File: config.mk
export PLATFORM = sky130hd
export DESIGN_NAME = fp_accumulator
export DESIGN_NICKNAME = d
export VERILOG_FILES = /design/src/rtl/fp_accumulator.sv
export SDC_FILE = /design/constraint.sdc
export NUM_CORES = 1
export LEC_CHECK = 0
export BUFFER_PORTS_ARGS = -buffer_cell sky130_fd_sc_hd__buf_2
export CORE_UTILIZATION = 42
export CTS_BUF_LIST = sky130_fd_sc_hd__clkbuf_8 sky130_fd_sc_hd__clkbuf_16
export DETAILED_ROUTE_END_ITERATION = 8
export GPL_ROUTABILITY_DRIVEN = 0
export MAX_ROUTING_LAYER = met4
export PLACE_DENSITY = 0.8
export SYNTH_ARGS = -nofsm -noshare
export SYNTH_HDL_FRONTEND = slang
export SYNTH_SLANG_ARGS = --single-unit
File: constraint.sdc
create_clock -name clk -period 1.5 [get_ports clk]
set_input_delay 0.225 -clock clk [delete_from_list [all_inputs] [get_ports clk]]
set_output_delay 0.225 -clock clk [all_outputs]
set_load 0.05 [all_outputs]
File: src/rtl/fp_accumulator.sv
// rtl/fp_accumulator.sv - packet accumulator front-end for a multicycle combinational FP add/sub unit
// Optional element counter output out_count is built when FP_ACC_COUNT_EN is defined.
module fp_accumulator #(
    parameter int FU_WAIT = 2,
    parameter int CNT_W   = 16
) (
    input  logic        clk,
    input  logic        rst_n,
    input  logic        in_valid,
    output logic        in_ready,
    input  logic [31:0] in_data,
    input  logic        in_sub,
    input  logic        in_last,
    output logic [31:0] fu_a,
    output logic [31:0] fu_b,
    output logic        fu_as,
    input  logic [31:0] fu_result,
    output logic        out_valid,
    input  logic        out_ready,
    output logic [31:0] out_data,
    output logic        out_nan,
    output logic        out_inf
`ifdef FP_ACC_COUNT_EN
    ,
    output logic [CNT_W-1:0] out_count
`endif
);

    generate
        if (FU_WAIT < 1 || FU_WAIT > 15) begin : g_bad_wait
            $error("fp_accumulator: FU_WAIT must be 1..15");
        end
        if (CNT_W < 1) begin : g_bad_cnt
            $error("fp_accumulator: CNT_W must be at least 1");
        end
    endgenerate

    localparam logic [3:0] WAIT_LOAD = 4'(FU_WAIT - 1);

    typedef enum logic [1:0] {
        IDLE,
        ACC,
        WAIT,
        OUT
    } state_t;

    state_t      state;
    state_t      state_next;
    logic [31:0] acc;
    logic [31:0] op_b;
    logic        op_sub;
    logic        last_r;
    logic        first_flag;
    logic [3:0]  wait_cnt;
    logic        accept;

    assign accept = in_valid & in_ready;

    always_comb begin
        state_next = state;
        in_ready   = 1'b0;
        out_valid  = 1'b0;
        case (state)
            IDLE, ACC: begin
                in_ready = 1'b1;
                if (in_valid) begin
                    if (first_flag) begin
                        state_next = in_last ? OUT : ACC;
                    end else begin
                        state_next = WAIT;
                    end
                end
            end
            WAIT: begin
                if (wait_cnt == 4'd0) begin
                    state_next = last_r ? OUT : ACC;
                end
            end
            OUT: begin
                out_valid = 1'b1;
                if (out_ready) begin
                    state_next = IDLE;
                end
            end
            default: state_next = IDLE;
        endcase
    end

    always_ff @(posedge clk or negedge rst_n) begin
        if (!rst_n) begin
            state      <= IDLE;
            acc        <= 32'h0000_0000;
            op_b       <= 32'h0000_0000;
            op_sub     <= 1'b1;
            last_r     <= 1'b0;
            first_flag <= 1'b1;
            wait_cnt   <= 4'd0;
        end else begin
            state <= state_next;
            if (accept) begin
                op_b   <= in_data;
                op_sub <= in_sub;
                last_r <= in_last;
                if (first_flag) begin
                    // First element bypasses the adder; subtract is just a sign flip.
                    acc        <= {in_data[31] ^ in_sub, in_data[30:0]};
                    first_flag <= 1'b0;
                end else begin
                    wait_cnt <= WAIT_LOAD;
                end
            end
            if (state == WAIT) begin
                if (wait_cnt != 4'd0) begin
                    wait_cnt <= wait_cnt - 4'd1;
                end else begin
                    acc <= fu_result;
                end
            end
            if (state == OUT && out_ready) begin
                first_flag <= 1'b1;
            end
        end
    end

    // Adder inputs come straight from registers so they stay still across the settle window.
    assign fu_a  = acc;
    assign fu_b  = op_b;
    assign fu_as = op_sub;

    assign out_data = acc;
    assign out_nan  = (&acc[30:23]) & (|acc[22:0]);
    assign out_inf  = (&acc[30:23]) & ~(|acc[22:0]);

`ifdef FP_ACC_COUNT_EN
    logic [CNT_W-1:0] elem_cnt;

    always_ff @(posedge clk or negedge rst_n) begin
        if (!rst_n) begin
            elem_cnt <= '0;
        end else if (accept) begin
            if (first_flag) begin
                elem_cnt <= {{(CNT_W-1){1'b0}}, 1'b1};
            end else if (~&elem_cnt) begin
                elem_cnt <= elem_cnt + 1'b1;
            end
        end
    end

    assign out_count = elem_cnt;
`endif

endmodule

==> metrics.cfg, run 1 <==
[run_status]
status = finished, violations left
violations = setup timing

[drt]
drt_pass1_iterations = 4
drt_iter0_markers = 54
wl_met2_um = 4690
wl_per_cell_um = 16.0
wl_met3_um = 534
top_layer_used = met4
ant_nets = 0
wl_met1_um = 3740
vias_per_cell = 4.86
vias = 2736
drc = 0
routed_wl_um = 9030

[placement]
place_ws_ns = -0.170
hpwl_um = 6700
portBuffers = 170
post-place-cells = 542

[run]
drv_cap = 0

[logic_synthesis]
synth_seq_area_share = 0.494
yosys.cell_types.count = 31
async_reset_ff_frac = 1.00
synth_cells = 261
yosys_register_bits = 73
syn_area_mm2 = 0.00370
ys.warnings.count = 0
syn_area_per_cell_um2 = 14.2
yosys_most_used_dff = dfrtp_1
synth.net_count = 332
synth_edf_count = 0

[sta]
hold_violations = 0
fmax_mhz = 532
timing.final.crit_share = 1.25
slew_headroom = 0.791
slew_violations = 0
rsz0062_at_grt = yes
worstMarginPinSlew_ns = 0.311
setup_viol = 34
finalWorstSetupSlack_ns = -0.381
period_needed_ns = 1.88
clock_skew_ns = 0.0111

[setup_path]
max_stage_delay_ns = 0.41
critPathRequiredTime_ns = 1.27
startpoint_type = register
crit_slowest_cell = dfrtp_2
cp-end-kind = primary output
path_buf_inv = 1
cp_top_family = simple AND/OR/NAND/NOR gates
path_cells = nor4_2, nand4_1, o21ba_2, buf_6
cp.arrival_ns = 1.66
cp_max_fo = 2
criticalPathCategory = register to primary output

[clock_tree]
clkTransAtPathRegs_ns = 0.08
cts.sinks = 73
clock_path_buffers = 2
root_buffer = clkbuf_8
cts_tree = yes
cts_buffers = 9
htreeDepth = 3
clkLatencyLatePin_ns = 0.34

[floorplan]
die_y_um = 95.9
dieArea_mm2 = 0.00919
rows = 33
io_pins = 171
core_mm2 = 0.00838
die_x_um = 95.9
initial_core_util = 0.441

[final_layout]
antenna-diode-count = 0
stdcell_count = 563
drive_gt1_frac = 0.823
nFillCells = 685
synthToLayoutAreaGrowth_pct = 41.0
final_util = 0.622
nets = 524

[global_route]
antenna_found_initial = 0
grt_pass1_wl_um = 13900
grt_start_max_net_pins = 38
overflow = 0
grt_pass1_vias = 2818
grt_use_total = 0.211

[worst_hold_path]
hold_path_class = input port to register

==> per-stage QoR <==
step           hold WS, ns  area, um2  setup TNS (ns)
2_1_floorplan      -0.0706       3770          -0.448
3_3_place_gp         0.110       4860          -0.497
3_5_place_dp         0.111       4860           -2.19
4_1_cts             0.0987       5210           -5.67
5_1_grt              0.109       5220           -5.46
6_report             0.115       5220           -3.69
==> placed cells by master (no fill, tap or decap), types with 2 or more instances in the layout <==
cell type  synthesis  routed
dfstp_2            2       2
o21ai_0            2       2
a22o_1             2       2
nor2b_1            3       3
mux2i_1            4       4
inv_2              0       2
nor3_4             0       2
dfrtp_1           71      46
clkbuf_8           0      10
buf_4             35      45
inv_1              3       6
buf_2              4     165
dfrtp_2            0      25
nor4_2             0       2
nor4_1             6       3
buf_12             0       8
buf_6              4       4
nor3b_4            0       2
mux2_4            30      32
mux2_2            68      66
nand4_1            3       3
nand2_1            4       3
==> path summary, 6_finish.rpt <==
| path | start | end | slack [ns] | depth (start not counted) |
|---|---|---|---|---|
| setup / recovery | fu_a[5] | out_nan | -0.38 | 4 |
| hold / removal | fu_result[16] | fu_a[16] | 0.12 | 2 |
| setup reg to reg | wait_cnt[0] | fu_a[7] | -0.17 | 7 |
| hold reg to reg | fu_b[14] | fu_b[14] | 0.50 | 1 |
| max in group asynchronous | rst_n | fu_as | 0.64 | 3 |
| min in group asynchronous | rst_n | fu_b[14] | 0.29 | 2 |
==> worst register-to-register path, cell delays in order, from the launching register on <==
cell	delay, ns
dfrtp_1	0.40
inv_2	0.08
ha_4	0.14
nor3b_4	0.25
nand2_4	0.12
buf_12	0.15
buf_12	0.13
mux2_2	0.28
==> timing repair <==
action / CTS / global route
setup endpoints to repair: 36 / 42
gates resized for setup: 18 / 15
cloned: 2 / 0
pin swaps: 6 / 3
setup buffers: 5 / 2
endpoints found under the hold margin: 16 / 0
hold buffers: 1 / 0
==> cells in the mapped netlist (3+ instances only) <==
cell type / number / area (um2)
dfrtp_1: 71 / 1780
mux2i_1: 4 / 40.0
nor3_1: 4 / 20.0
nand2_1: 4 / 15.0
inv_1: 3 / 11.3
buf_4: 35 / 263
buf_2: 4 / 20.0
mux2_4: 30 / 450
nand4_1: 3 / 18.8
nor2b_1: 3 / 18.8
mux2_2: 68 / 766
nor4_1: 6 / 37.5
buf_6: 4 / 45.0
==> state kept, by name, summed over array words and instances, names as in the netlist <==
register / flops
fu_b: 32
last_r: 1
fu_as: 1
fu_a: 32
wait_cnt: 4
first_flag: 1
state: 2
==> logic make-up (layout without fill, tap and decap cells) <==
kind of cell | after synthesis | count (layout) | share of synthesized area
and+or+nand+nor | 29 | 29 | 0.0507
adders and majority gates | 1 | 1 | 0.00338
muxes | 102 | 102 | 0.340
AOI/OAI and AO/OA | 9 | 9 | 0.0179
DFF | 73 | 73 | 0.494
buffers and inverters | 46 | 243 | 0.0916
xor gates and xnor gates | 1 | 1 | 0.00237
==> per-layer routing <==
layer | vias up | track usage
met5 | - | -
met4 | 0 | 0.0597
met3 | 11 | 0.0442
met2 | 109 | 0.377
met1 | 1334 | 0.239
li1 | 1282 | -
==> cell type report <==
| cell class | instances | area [um2] | area share |
|---|---|---|---|
| Tap cell | 105 | 131 | 0.0252 |
| Clock inverter | 6 | 23.8 | 0.00456 |
| Clock buffer | 10 | 138 | 0.0264 |
| Multi-Input combinational cell | 142 | 1640 | 0.315 |
| Sequential cell | 73 | 1860 | 0.357 |
| Timing Repair Buffer | 224 | 1410 | 0.270 |
| Inverter | 3 | 11.3 | 0.00216 |
Power of run 1 is not shown: default switching activity piles up to over one toggle a cycle in this logic, so the estimate is an artifact.
==> inputs of run 2 (changes only) <==
--- a/config.mk
+++ b/config.mk
@@ -12,6 +12,7 @@
 export GPL_ROUTABILITY_DRIVEN = 0
 export MAX_ROUTING_LAYER = met4
 export PLACE_DENSITY = 0.8
+export SKIP_CTS_REPAIR_TIMING = 1
 export SYNTH_ARGS = -nofsm -noshare
 export SYNTH_HDL_FRONTEND = slang
 export SYNTH_SLANG_ARGS = --single-unit
==> run 2 against run 1 <==
- the run still ends with setup timing left
- clock-buffer cell count stayed put
- setup slack worse by 0.032 ns
- via count is 0.80% lower
- critical path type unchanged
- critical endpoint unchanged
- die area stayed put
- register-to-register slack better by 0.09 ns
==> metrics.cfg, run 2 (synthesis results as in run 1) <==
[setup_path]
cp_max_fo = 2
ff2ff_setup_slack_ns = -0.08
startpoint_type = register
max_stage_delay_ns = 0.40
cp.arrival_ns = 1.69
cp-end-kind = primary output
criticalPathCategory = register to primary output
critical_path_depth = 4
path_cells = nor4_1, nand4_1, o21ba_2, buf_6
crit_slowest_cell = dfrtp_2
rr_startpoint = wait_cnt[0]
cp_top_family = simple AND/OR/NAND/NOR gates
path_buf_inv = 1
rr_worst_depth = 6
timing.rr.end = fu_a[4]
critPathRequiredTime_ns = 1.27

[sta]
finalWorstSetupSlack_ns = -0.413
rsz0062_at_grt = yes
hold_violations = 0
timing.final.crit_share = 1.28
holdWs_ns = 0.113
period_needed_ns = 1.91
worstMarginPinSlew_ns = 0.311
slew_violations = 0
fmax_mhz = 523
slew_headroom = 0.791
clock_skew_ns = 0.0110
setup_viol = 34

[global_route]
grt_pass1_vias = 2751
antenna_found_initial = 0
overflow = 0
grt_pass1_wl_um = 13300
grt_start_max_net_pins = 38
grt_use_total = 0.199

[clock_tree]
cts_buffers = 9
htreeDepth = 3
clkLatencyLatePin_ns = 0.34
clkTransAtPathRegs_ns = 0.07
root_buffer = clkbuf_8
cts.sinks = 73
cts_tree = yes
clock_path_buffers = 2

[floorplan]
core_mm2 = 0.00838
initial_core_util = 0.441
dieArea_mm2 = 0.00919
die_y_um = 95.9
rows = 33
die_x_um = 95.9
io_pins = 171

[placement]
place_ws_ns = -0.170
portBuffers = 170
post-place-cells = 542
hpwl_um = 6700

[drt]
drt_pass1_iterations = 4
drt_iter0_markers = 53
routed_wl_um = 8800
wl_per_cell_um = 15.7
vias_per_cell = 4.84
drc = 0
ant_nets = 0
vias = 2714

[final_layout]
drive_gt1_frac = 0.816
synthToLayoutAreaGrowth_pct = 38.7
final_util = 0.612
layout_commonest_cell = buf_2
nFillCells = 690
stdcell_count = 561
antenna-diode-count = 0
final_cell_mix = buf_2 (165), mux2_2 (68), dfrtp_1 (46), buf_4 (46), mux2_4 (30)
nets = 522

[run_status]
status = finished, violations left
violations = setup timing

[run]
drv_cap = 0

[worst_hold_path]
whs_endpoint = fu_a[16]
hp-start = fu_result[16]
hold_path_class = input port to register
whs_path_depth = 2

## run 2: area by class of cell
cell class / instances / area (um2) / area share
clock buffers: 10 / 138 / 0.0268
clock inverters: 6 / 23.8 / 0.00463
inverters: 3 / 11.3 / 0.00219
multi-input cells: 142 / 1610 / 0.313
flip-flops and latches: 73 / 1860 / 0.363
well taps: 105 / 131 / 0.0256
repair buffers: 222 / 1360 / 0.265
## run 2: routing by layer
metal | up-vias | share of wire | routed length [um] | global-route usage
li1 | 1279 | - | - | -
met1 | 1314 | 0.41 | 3630 | 0.222
met2 | 110 | 0.52 | 4540 | 0.354
met3 | 11 | 0.062 | 543 | 0.0450
met4 | 0 | 0.0098 | 86 | 0.0622
met5 | - | 0 | 0 | -
## run 2: how the worst max path moves through the flow
| stage | slack (ns) | startpoint | endpoint |
|---|---|---|---|
| after floorplan | -0.15 | fu_a[4] | out_inf |
| after global placement | -0.17 | fu_a[1] | out_nan |
| after detailed placement | -0.17 | fu_a[1] | out_nan |
| after CTS | -0.56 | fu_a[22] | out_nan |
| after global routing | -0.46 | fu_a[20] | out_nan |
| final | -0.41 | fu_a[4] | out_nan |
## run 2: metrics by stage
step,TNS (ns),instance area [um2]
floorplan,-0.448,3770
global placement,-0.497,4860
detailed placement,-2.19,4860
CTS,-3.52,5020
global route,-4.25,5130
finish,-2.77,5130
Power of run 2 is left out for the same reason.
==> inputs of run 3 (changes only) <==
--- a/config.mk
+++ b/config.mk
@@ -5,13 +5,13 @@
 export SDC_FILE = /design/constraint.sdc
 export NUM_CORES = 1
 export LEC_CHECK = 0
-export BUFFER_PORTS_ARGS = -buffer_cell sky130_fd_sc_hd__buf_2
-export CORE_UTILIZATION = 42
+export CORE_UTILIZATION = 50
 export CTS_BUF_LIST = sky130_fd_sc_hd__clkbuf_8 sky130_fd_sc_hd__clkbuf_16
 export DETAILED_ROUTE_END_ITERATION = 8
+export DONT_BUFFER_PORTS = 1
 export GPL_ROUTABILITY_DRIVEN = 0
 export MAX_ROUTING_LAYER = met4
-export PLACE_DENSITY = 0.8
+export PLACE_DENSITY = 0.72
 export SKIP_CTS_REPAIR_TIMING = 1
 export SYNTH_ARGS = -nofsm -noshare
 export SYNTH_HDL_FRONTEND = slang
==> run 3 against run 2 <==
- highest routed layer unchanged
- the run ends with hold timing, setup timing left
- register-to-register slack worse by 0.04 ns
- fmax up 2.2%
- cell count down 31%
- critical endpoint unchanged
- die area down 16%
- non-clock buffer count down 168
- clock skew down 0.0012 ns
- first-iteration DRC count up 58%
- clock-buffer cell count up 2
- sequential cell count unchanged
==> metrics.cfg, run 3 (synthesis results as in run 1) <==
[run_status]
status = finished, violations left
violations = hold timing, setup timing

[setup_path]
cp_max_fo = 2
max_stage_delay_ns = 0.40
critPathRequiredTime_ns = 1.27
startpoint_type = register
crit_slowest_cell = dfrtp_2
cp-end-kind = primary output
ff2ff_setup_slack_ns = -0.12
cp.arrival_ns = 1.65
criticalPathCategory = register to primary output
path_cells = nor4_1, nand4_1, o21ba_2

[sta]
fmax_mhz = 534
period_needed_ns = 1.87
worstMarginPinSlew_ns = 0.488
rsz0062_at_grt = yes
finalWorstSetupSlack_ns = -0.373
setup_viol = 37
timing.final.crit_share = 1.25
slew_headroom = 0.674
clock_skew_ns = 0.00975
slew_violations = 0
holdWs_ns = -0.441
tns_ns = -3.12
hold_violations = 73

[floorplan]
core_mm2 = 0.00698
die_y_um = 88.0
io_pins = 171
initial_core_util = 0.530
rows = 30
dieArea_mm2 = 0.00775
die_x_um = 88.0

[clock_tree]
cts_buffers = 9
clock_path_buffers = 2
htreeDepth = 3
cts_tree = yes
cts.sinks = 73
clkTransAtPathRegs_ns = 0.08
clkLatencyLatePin_ns = 0.35
root_buffer = clkbuf_8

[drt]
drt_iter0_markers = 84
drc = 0
vias = 2158
vias_per_cell = 5.61
routed_wl_um = 8160
drt_pass1_iterations = 2
wl_per_cell_um = 21.2
ant_nets = 0

[final_layout]
nets = 354
multiInputGateArea_mm2 = 0.00163
nFillCells = 550
drive_gt1_frac = 0.740
synthToLayoutAreaGrowth_pct = 19.4
layout_commonest_cell = mux2_2
register_area_mm2 = 0.00186
final_cell_mix = mux2_2 (68), dfrtp_1 (46), buf_4 (43)

[global_route]
grt_pass1_wl_um = 11700
overflow = 0
antenna_found_initial = 1
grt_start_max_net_pins = 74
grt_pass1_vias = 2355
grt_use_total = 0.213

[placement]
hpwl_um = 5560
portBuffers = 0
place_ws_ns = -0.176

[run]
drv_cap = 0

[worst_hold_path]
hold_path_class = input port to async pin

run 3: changes by cell type in the layout (fill, tap and decap cells not counted), moves of 2 or more:
| cell | previous run | this run |
|---|---|---|
| buf_2 | 165 | 0 |
| inv_1 | 6 | 0 |
| buf_4 | 46 | 43 |
| bufinv_16 | 0 | 3 |
| clkbuf_8 | 10 | 12 |
run 3: final cells by class:
| cell class | count | area share |
|---|---|---|
| inverter | 3 | 0.00255 |
| clock inverter | 4 | 0.0221 |
| multi-input combinational | 142 | 0.370 |
| clock buffer | 12 | 0.0374 |
| timing repair buffer | 54 | 0.119 |
| antenna | 1 | 0.000567 |
| tap | 96 | 0.0272 |
| sequential | 73 | 0.421 |
run 3: worst max-delay path, delay by kind of cell, from the launching register on:
kind            cells  cell delay [ns]
flops               1             0.40
simple gates        2             0.53
compound gates      1             0.38
run 3: per-layer routing:
metal	GRT usage	vias to the layer above	part of all wire
li1	-	943	-
met1	0.243	1088	0.39
met4	0.107	0	0.023
met2	0.340	112	0.50
met3	0.0641	15	0.090
met5	-	-	0
run 3: final timing paths:
check                                  from     endpoint  cells past startpoint
worst max-delay path                fu_a[4]      out_nan                      3
worst max register to register  wait_cnt[0]  wait_cnt[1]                      8
max in group asynchronous             rst_n        fu_as                      0
worst min-delay path                  rst_n     fu_b[13]                      0
worst min register to register       last_r       last_r                      1
min in group clk                in_data[24]     fu_b[24]                      1
run 3: metrics by stage:
| stage | instance area, um2 | util | instances |
|---|---|---|---|
| 2_1_floorplan | 3770 | - | 261 |
| 3_3_place_gp | 4000 | 0.573 | 364 |
| 3_5_place_dp | 4000 | 0.573 | 364 |
| 4_1_cts | 4260 | 0.610 | 380 |
| 5_1_grt | 4420 | 0.633 | 385 |
| 6_report | 4420 | 0.633 | 385 |
Power of run 3 is left out for the same reason.
